File: config.mk
export PLATFORM = sky130hd
export DESIGN_NAME = mult_radix
export DESIGN_NICKNAME = d
export VERILOG_FILES = /design/src/rtl/mult_radix.sv
export SDC_FILE = /design/constraint.sdc
export NUM_CORES = 1
export LEC_CHECK = 0
export CELL_PAD_IN_SITES_DETAIL_PLACEMENT = 0
export CELL_PAD_IN_SITES_GLOBAL_PLACEMENT = 1
export CORE_MARGIN = 4
export CORE_UTILIZATION = 48
export CTS_CLUSTER_DIAMETER = 120
export DETAILED_ROUTE_END_ITERATION = 8
export GPL_ROUTABILITY_DRIVEN = 0
export GPL_TIMING_DRIVEN = 0
export PLACE_DENSITY_LB_ADDON = 0.2
export SLEW_MARGIN = 0
export SYNTH_ARGS = -nofsm -noshare
export SYNTH_HDL_FRONTEND = slang
export SYNTH_SLANG_ARGS = --single-unit
export TNS_END_PERCENT = 20
File: constraint.sdc
create_clock -name clk -period 6.6 [get_ports clk]
set_input_delay 0.99 -clock clk [delete_from_list [all_inputs] [get_ports clk]]
set_output_delay 0.99 -clock clk [all_outputs]
set_load 0.02 [all_outputs]
File: src/rtl/mult_radix.sv
// -----------------------------------------------------------------------------
// mult_radix: iterative radix-2^NB multiplier covering MUL / MULH / MULHSU /
// MULHU, with early termination and a one-entry result cache.
//
// Parameters
//   W      operand width (multiple of NB, >= 8)
//   NB     multiplier bits retired per RUN cycle (1, 2, 4 or 8)
//   CACHE  1 = reuse the last completed product, 0 = always recompute
//
// Ports
//   clk     rising-edge clock
//   resetb  asynchronous active-low reset
//   start   request strobe, accepted only in IDLE with abort low
//   op      00 MUL (low), 01 MULH (s x s), 10 MULHSU (s x u), 11 MULHU (u x u)
//   rs1     multiplicand
//   rs2     multiplier
//   abort   cancels an operation in RUN or DONE
//   busy    high in RUN and DONE
//   done    one-cycle pulse, out valid
//   out     registered result word
// -----------------------------------------------------------------------------
module mult_radix #(
  parameter int W     = 32,
  parameter int NB    = 4,
  parameter int CACHE = 1
) (
  input  logic         clk,
  input  logic         resetb,
  input  logic         start,
  input  logic [1:0]   op,
  input  logic [W-1:0] rs1,
  input  logic [W-1:0] rs2,
  input  logic         abort,
  output logic         busy,
  output logic         done,
  output logic [W-1:0] out
);

  typedef enum logic [1:0] {S_IDLE, S_RUN, S_DONE} state_t;

  state_t           state_q,  state_d;
  logic [1:0]       op_q,     op_d;      // also the cached signedness class
  logic [2*W-1:0]   mcand_q,  mcand_d;
  logic [W-1:0]     mplier_q, mplier_d;
  logic [2*W-1:0]   acc_q,    acc_d;     // also the cached full product
  logic [W-1:0]     out_q,    out_d;
  logic             busy_q,   busy_d;
  logic             done_q,   done_d;
  logic             cvld_q,   cvld_d;
  logic [W-1:0]     crs1_q,   crs1_d;
  logic [W-1:0]     crs2_q,   crs2_d;

  // Per-cycle datapath for one radix-2^NB digit.
  logic [2*W-1:0] partial;
  logic [2*W-1:0] acc_run;
  logic [W-1:0]   mplier_nxt;
  logic [2*W-1:0] mcand_ext;
  logic           neg;
  logic           hit;

  function automatic logic [W-1:0] pick(input logic [2*W-1:0] p, input logic [1:0] o);
    return (o == 2'b00) ? p[W-1:0] : p[2*W-1:W];
  endfunction

  always_comb begin
    partial    = mcand_q * {{(2*W-NB){1'b0}}, mplier_q[NB-1:0]};
    acc_run    = acc_q + partial;
    mplier_nxt = mplier_q >> NB;

    mcand_ext  = (op == 2'b01 || op == 2'b10) ? {{W{rs1[W-1]}}, rs1} : {{W{1'b0}}, rs1};
    // MULH with a negative multiplier: negate both sides so the digit loop
    // only ever sees a non-negative multiplier. The multiplicand is negated
    // after extension so that -(-2^(W-1)) stays correct in 2W bits.
    neg        = (op == 2'b01) && rs2[W-1];

    // A low-word request reuses any cached product (low bits do not depend on
    // signedness); a high-word request must also match the signedness class.
    hit = (CACHE != 0) && cvld_q && (rs1 == crs1_q) && (rs2 == crs2_q) &&
          ((op == 2'b00) || (op == op_q));
  end

  // NOTE: every next-state value gets a default first, so no path through the
  // case below can leave one unassigned and infer a latch.
  always_comb begin
    state_d  = state_q;
    op_d     = op_q;
    mcand_d  = mcand_q;
    mplier_d = mplier_q;
    acc_d    = acc_q;
    out_d    = out_q;
    busy_d   = busy_q;
    done_d   = 1'b0;
    cvld_d   = cvld_q;
    crs1_d   = crs1_q;
    crs2_d   = crs2_q;

    unique case (state_q)
      S_IDLE: begin
        if (start && !abort) begin
          busy_d = 1'b1;
          if (hit) begin
            state_d = S_DONE;
            out_d   = pick(acc_q, op);
            done_d  = 1'b1;
          end else begin
            state_d  = S_RUN;
            op_d     = op;
            crs1_d   = rs1;
            crs2_d   = rs2;
            cvld_d   = 1'b0;
            acc_d    = '0;
            mcand_d  = neg ? -mcand_ext : mcand_ext;
            mplier_d = neg ? -rs2 : rs2;
          end
        end
      end
      S_RUN: begin
        if (abort) begin
          state_d = S_IDLE;
          busy_d  = 1'b0;
          cvld_d  = 1'b0;
        end else begin
          acc_d    = acc_run;
          mplier_d = mplier_nxt;
          mcand_d  = mcand_q << NB;
          if (mplier_nxt == '0) begin
            state_d = S_DONE;
            out_d   = pick(acc_run, op_q);
            done_d  = 1'b1;
            cvld_d  = 1'b1;
          end
        end
      end
      S_DONE: begin
        state_d = S_IDLE;
        busy_d  = 1'b0;
        if (abort) cvld_d = 1'b0;
      end
      default: begin
        state_d = S_IDLE;
        busy_d  = 1'b0;
      end
    endcase
  end

  // NOTE: sequential state uses non-blocking assignments only, so every flop
  // samples the values of the previous cycle regardless of statement order.
  // NOTE: the cache entry is a handful of flops, not a memory array, so it is
  // reset along with everything else; only the valid bit truly matters.
  always_ff @(posedge clk or negedge resetb) begin
    if (!resetb) begin
      state_q  <= S_IDLE;
      op_q     <= '0;
      mcand_q  <= '0;
      mplier_q <= '0;
      acc_q    <= '0;
      out_q    <= '0;
      busy_q   <= 1'b0;
      done_q   <= 1'b0;
      cvld_q   <= 1'b0;
      crs1_q   <= '0;
      crs2_q   <= '0;
    end else begin
      state_q  <= state_d;
      op_q     <= op_d;
      mcand_q  <= mcand_d;
      mplier_q <= mplier_d;
      acc_q    <= acc_d;
      out_q    <= out_d;
      busy_q   <= busy_d;
      done_q   <= done_d;
      cvld_q   <= cvld_d;
      crs1_q   <= crs1_d;
      crs2_q   <= crs2_d;
    end
  end

  assign busy = busy_q;
  assign done = done_q;
  assign out  = out_q;

endmodule

# Word-level counts from Yosys, hierarchy flattened
# Index checks and enable logic that the tools add are counted.
# word_totals
reg_bits	263
latch_bits	0
ram_bits	0
rom_bits	0
mem_count	0
# op_classes
add_sub_neg	3
n_mul	1
n_div	0
n_lt_le_gt_ge	0
n_eq_ne	15
n_shift	0
mux	40
n_bitwise	1
reduce_logical	20
# op_table
op	n
64-bit 2-to-1 mux	8
32-bit 2-to-1 mux	10
64-bit one-hot mux with 2 select lines	2
32-bit one-hot mux with 2 select lines	2
64-bit adder	1
32-bit equality test	2
64-bit by 4-bit multiplier with 64-bit output	1
64-bit negation	1
32-bit logical NOT	1
32-bit negation	1
2-bit != test, second input constant	7
1-bit 2-to-1 mux	10
5-bit AND reduction	2
2-bit 2-to-1 mux	4
2-bit logical NOT	3
1-bit logical AND	5
2-bit by 1-bit equality test with 1-bit output, second input constant	2
2-bit equality test, second input constant	2
1-bit one-hot mux with 2 select lines	2
2-bit one-hot mux with 2 select lines	1
2-bit AND reduction	2
4-bit AND reduction	1
3-bit != test, second input constant	1
1-bit one-hot mux with 3 select lines	1
other kinds (7)	8

# Longest topological paths before layout
# depth
word_depth	8
depth_mapped	20

# Worst setup path after synthesis
# No wires, ideal clock.
# synth_timing
path_kind	flip-flop to flip-flop
start	register mplier_q[2]
end	register out_q[24], in the netlist out[24]
arrival_time_ns	4.866
t_required_ns	6.496
path_slack_ns	1.630
path_stages_with_launch	21
synth_period_minus_slack_ns	4.970
path_cell_list	dfrtp_1 > clkbuf_1 > clkbuf_1 > and2_1 > fa_1 > fa_1 > inv_1 > fa_1 > inv_1 > ha_1 > clkbuf_1 > nand4_1 > nor4_1 > a221oi_1 > o31ai_1 > a22o_1 > a31oi_1 > a21oi_1 > a41oi_1 > xor2_1 > a221oi_1
# synth_between
elab_chain_len	6
# synth_rtl
element	line	rtl
start, declared	44	logic [W-1:0] mplier_q, mplier_d;
start signal, assigned	167	mplier_q <= mplier_d;
64-bit by 4-bit multiplier with 64-bit output	66	partial = mcand_q * {{(2*W-NB){1'b0}}, mplier_q[NB-1:0]};
64-bit adder	67	acc_run = acc_q + partial;
32-bit 2-to-1 mux	62	return (o == 2'b00) ? p[W-1:0] : p[2*W-1:W];
32-bit 2-to-1 mux	126	if (mplier_nxt == '0) begin
32-bit 2-to-1 mux	118	if (abort) begin
32-bit one-hot mux with 2 select lines	97	unique case (state_q)
end signal, assigned	169	out_q <= out_d;
end, declared	46	logic [W-1:0] out_q, out_d;
# Every way passes these cells. The select of a mux whose other input is x is not followed.
# A chain may end at the register's enable or synchronous reset.

# Worst setup path after layout
# layout_timing
start	register mplier_q[3]
end	register acc_q[56]
# layout_between
elab_chain_len	4
# layout_rtl
element	line	rtl
64-bit by 4-bit multiplier with 64-bit output	66	
64-bit adder	67	
64-bit 2-to-1 mux	118	
64-bit one-hot mux with 2 select lines	97	
end signal, assigned	156	acc_q <= '0;
end signal, assigned	168	acc_q <= acc_d;
end, declared	45	logic [2*W-1:0] acc_q, acc_d;
# Every way passes these cells. The select of a mux whose other input is x is not followed.

==> run metrics <==
Syn Area/Cell roughly 8.6 sq um; Setup CP Type reg -> reg; Distinct cells, synth between 60 and 70; Post-synth top flop dfrtp_1; CTS Hold Bufs 0; Gate Count Post-Synth 2,737; area of the multi-input gates between 0.015 and 0.02 sq mm; pre-CTS setup slack -0.388 ns; sequential share of power 0.179; ys async rst share 1.00; Crit Path Max Fanout 10; R2R depth 19; First DRT Iteration DRCs 1,888; Final Non-Filler Cells between 3,000 and 4,000; num ports approximately 100; CTS buffer count 31; CP Cell Sequence clkbuf_1 -> and2_1 -> fa_1 -> fa_1 -> inv_1 -> fa_1 -> inv_1 -> ha_1 -> clkbuf_1 -> and4_1 -> nand2_1 -> a2bb2oi_1 -> o31a_1 -> a21oi_1 -> a31oi_1 -> a21oi_1 -> a41oi_1 -> xor2_1 -> o22ai_1; Max Cap Viol 0; die area between 0.05 and 0.06 sq mm; Worst setup EP type flip-flop; Req. time, crit path 7.05 ns; Clk pin slew, worst setup/hold paths around 0.07 ns; type of origin of the critical path flip-flop; Area contributors post-synth dfrtp_1 (28%), fa_1 (15%), and2_1 (6.4%); fmax between 150 and 200 MHz; EDFF count, synth 0; final hold viol count 0; CTS tree done; H-tree depth 1; Setup violations, final 0; combinational power share 0.685; power density cells between 500 and 600 mW/mm^2; crit-path max cell delay ~0.76 ns; RSZ-0062 raised after global routing yes; min cycle time layout between 6 and 7 ns; DRC Markers 0; clock power share 0.137; routed vias roughly 21,000; Finished Cell Area approximately 0.026 sq mm; initial antenna violation count 0; Synth Register Bits 263; clock skew 0.0235 ns; worst setup margin between 0.1 and 0.15 ns; Die Ht ~230 um; commonest non-fill, non-tap cell in the layout inv_1; Cell Int Power roughly 6500 uW; placed instance count 3,451; sequential area share after synthesis 0.280; Avg WL per Cell roughly 24 um; Tightest Pin Transition 1.26 ns; Crit path buffers/inverters 4; syn nets just over 3,000; DPL Wire Length between 60,000 and 70,000 um; mapped cell area approximately 0.024 sq mm; CP arrival about 6.9 ns; most frequent cells in the layout inv_1 (318), nand2_1 (275), dfrtp_1 (261), and2_1 (242), a21oi_1 (200); clk buf depth 3; CP top delay family compound AO/OA/AOI/OAI gates; Net Sw Frac 0.535; GRT overflow 0; post-layout util 0.551; register area ~0.0066 sq mm; Min-Delay Path Class in -> async; Root Driver clkbuf_16; Pleak between 0.01 and 0.015 uW; Layout area overhead 12.6%; final wirelength roughly 85,000 um; most frequent CP cell fa_1; Final Max Tran Viols 0; First-pass DRT Iterations 6; Clk Latency, worst-skew pair between 0.6 and 0.7 ns; maximum VDD drop between 200 and 250 uV; drt via density 5.97; Synth area leader dfrtp_1; vias in the first global route roughly 21,000; cell area after placement approximately 0.025 sq mm; layout cells sized above 1 0.0561; total number of yosys warnings 0; Max-slew headroom 0.160; Die Width 229 um; CTS sink count 263; sw power roughly 7500 uW; status finished, final reports clean; number of placement rows 80; All-Layer GR Usage 0.320; ant diodes 0; nets 3,190; core box area about 0.048 sq mm; slowest CP cell clkbuf_1; largest net degree at the start of global routing ~110; first-pass GRT wire length 128,000 um; Stages on worst setup path 19; Initial Util 0.489; Port Buffers 97; fin crit share 0.983; Synth top area share 0.280; FILL cells roughly 4,500; Routed Antenna Nets 0
## power groups by stage
stage                     registers (uW)  logic [uW]  clock network (uW)
final                               2510        9610                1920
after global routing                2540       10600                1990
after CTS                           2490        9450                1920
after detailed placement            2500        9410                   0
after global placement              2490        9280                   0
after floorplan                     2270        6680                   0
## final cells by class
cell class              count  share of cell area
multi-input cells        2011               0.572
flip-flops and latches    263               0.249
inverters                 319              0.0452
repair buffers             99              0.0390
clock buffers              46              0.0348
well taps                 615              0.0291
plain buffers             142              0.0234
clock inverters            10             0.00742
## logic make-up (layout without fill, tap and decap cells)
family	count (synthesis)	in the layout	synth area share
buf+inv	463	616	0.0773
simple gates	843	843	0.179
mux	103	103	0.0472
fa+ha+maj	253	253	0.193
flops	263	263	0.280
xor+xnor	163	163	0.0607
compound gates	649	649	0.164
## path summary, 6_finish.rpt
kind                                          from  slack, ns                      end
min reg2reg                mplier_q[6]$_DFFE_PN0P_       0.51  mplier_q[6]$_DFFE_PN0P_
min                                         resetb       0.30    acc_q[13]$_DFFE_PN0P_
max                        mplier_q[3]$_DFFE_PN0P_       0.11    acc_q[56]$_DFFE_PN0P_
max reg2reg                mplier_q[3]$_DFFE_PN0P_       0.11    acc_q[56]$_DFFE_PN0P_
max in group asynchronous                   resetb       4.93    crs1_q[5]$_DFFE_PN0P_
min in group clk           mplier_q[6]$_DFFE_PN0P_       0.51  mplier_q[6]$_DFFE_PN0P_
## layer usage
metal / GRT usage / wire length [um]
met3: 0.0639 / 7040
met5: 0 / 0
met1: 0.410 / 34000
met2: 0.504 / 38400
met4: 0.186 / 6140
## through the flow
step | hold slack (ns) | TNS [ns] | power, uW
floorplan | 0.450 | 0 | 8950
global placement | 0.483 | -1912.63 | 11800
detailed placement | 0.494 | -2.67 | 11900
CTS | 0.329 | 0 | 13900
global route | 0.331 | -0.0489 | 15100
finish | 0.298 | 0 | 14000
## cells in the mapped netlist, drive strengths merged, types with 14 or more instances
cell type	count
o21ai	216
a21o	33
nand2	275
nand2b	14
o22ai	45
xor2	60
inv	319
o21bai	21
o31ai	24
nand4	20
mux2i	41
nor4	26
o211ai	25
fa	182
buf	33
or3	23
nor2	135
a21oi	200
and2	244
xnor2	103
mux2	62
clkbuf	111
dfrtp	263
nor3	37
nand3	29
ha	71
## sequential cells by signal, summed over array words and instances (netlist names), 2 cells and up
name,count
mcand_q,64
op_q,2
out,32
mplier_q,32
acc_q,64
crs1_q,32
crs2_q,32
state_q,2
## what timing repair did
item                       in CTS  in global routing
gates resized for setup         5                 14
setup endpoints to repair      15                 16
buffers inserted                0                  0
Note: power is estimated with default switching activity, not from simulation.
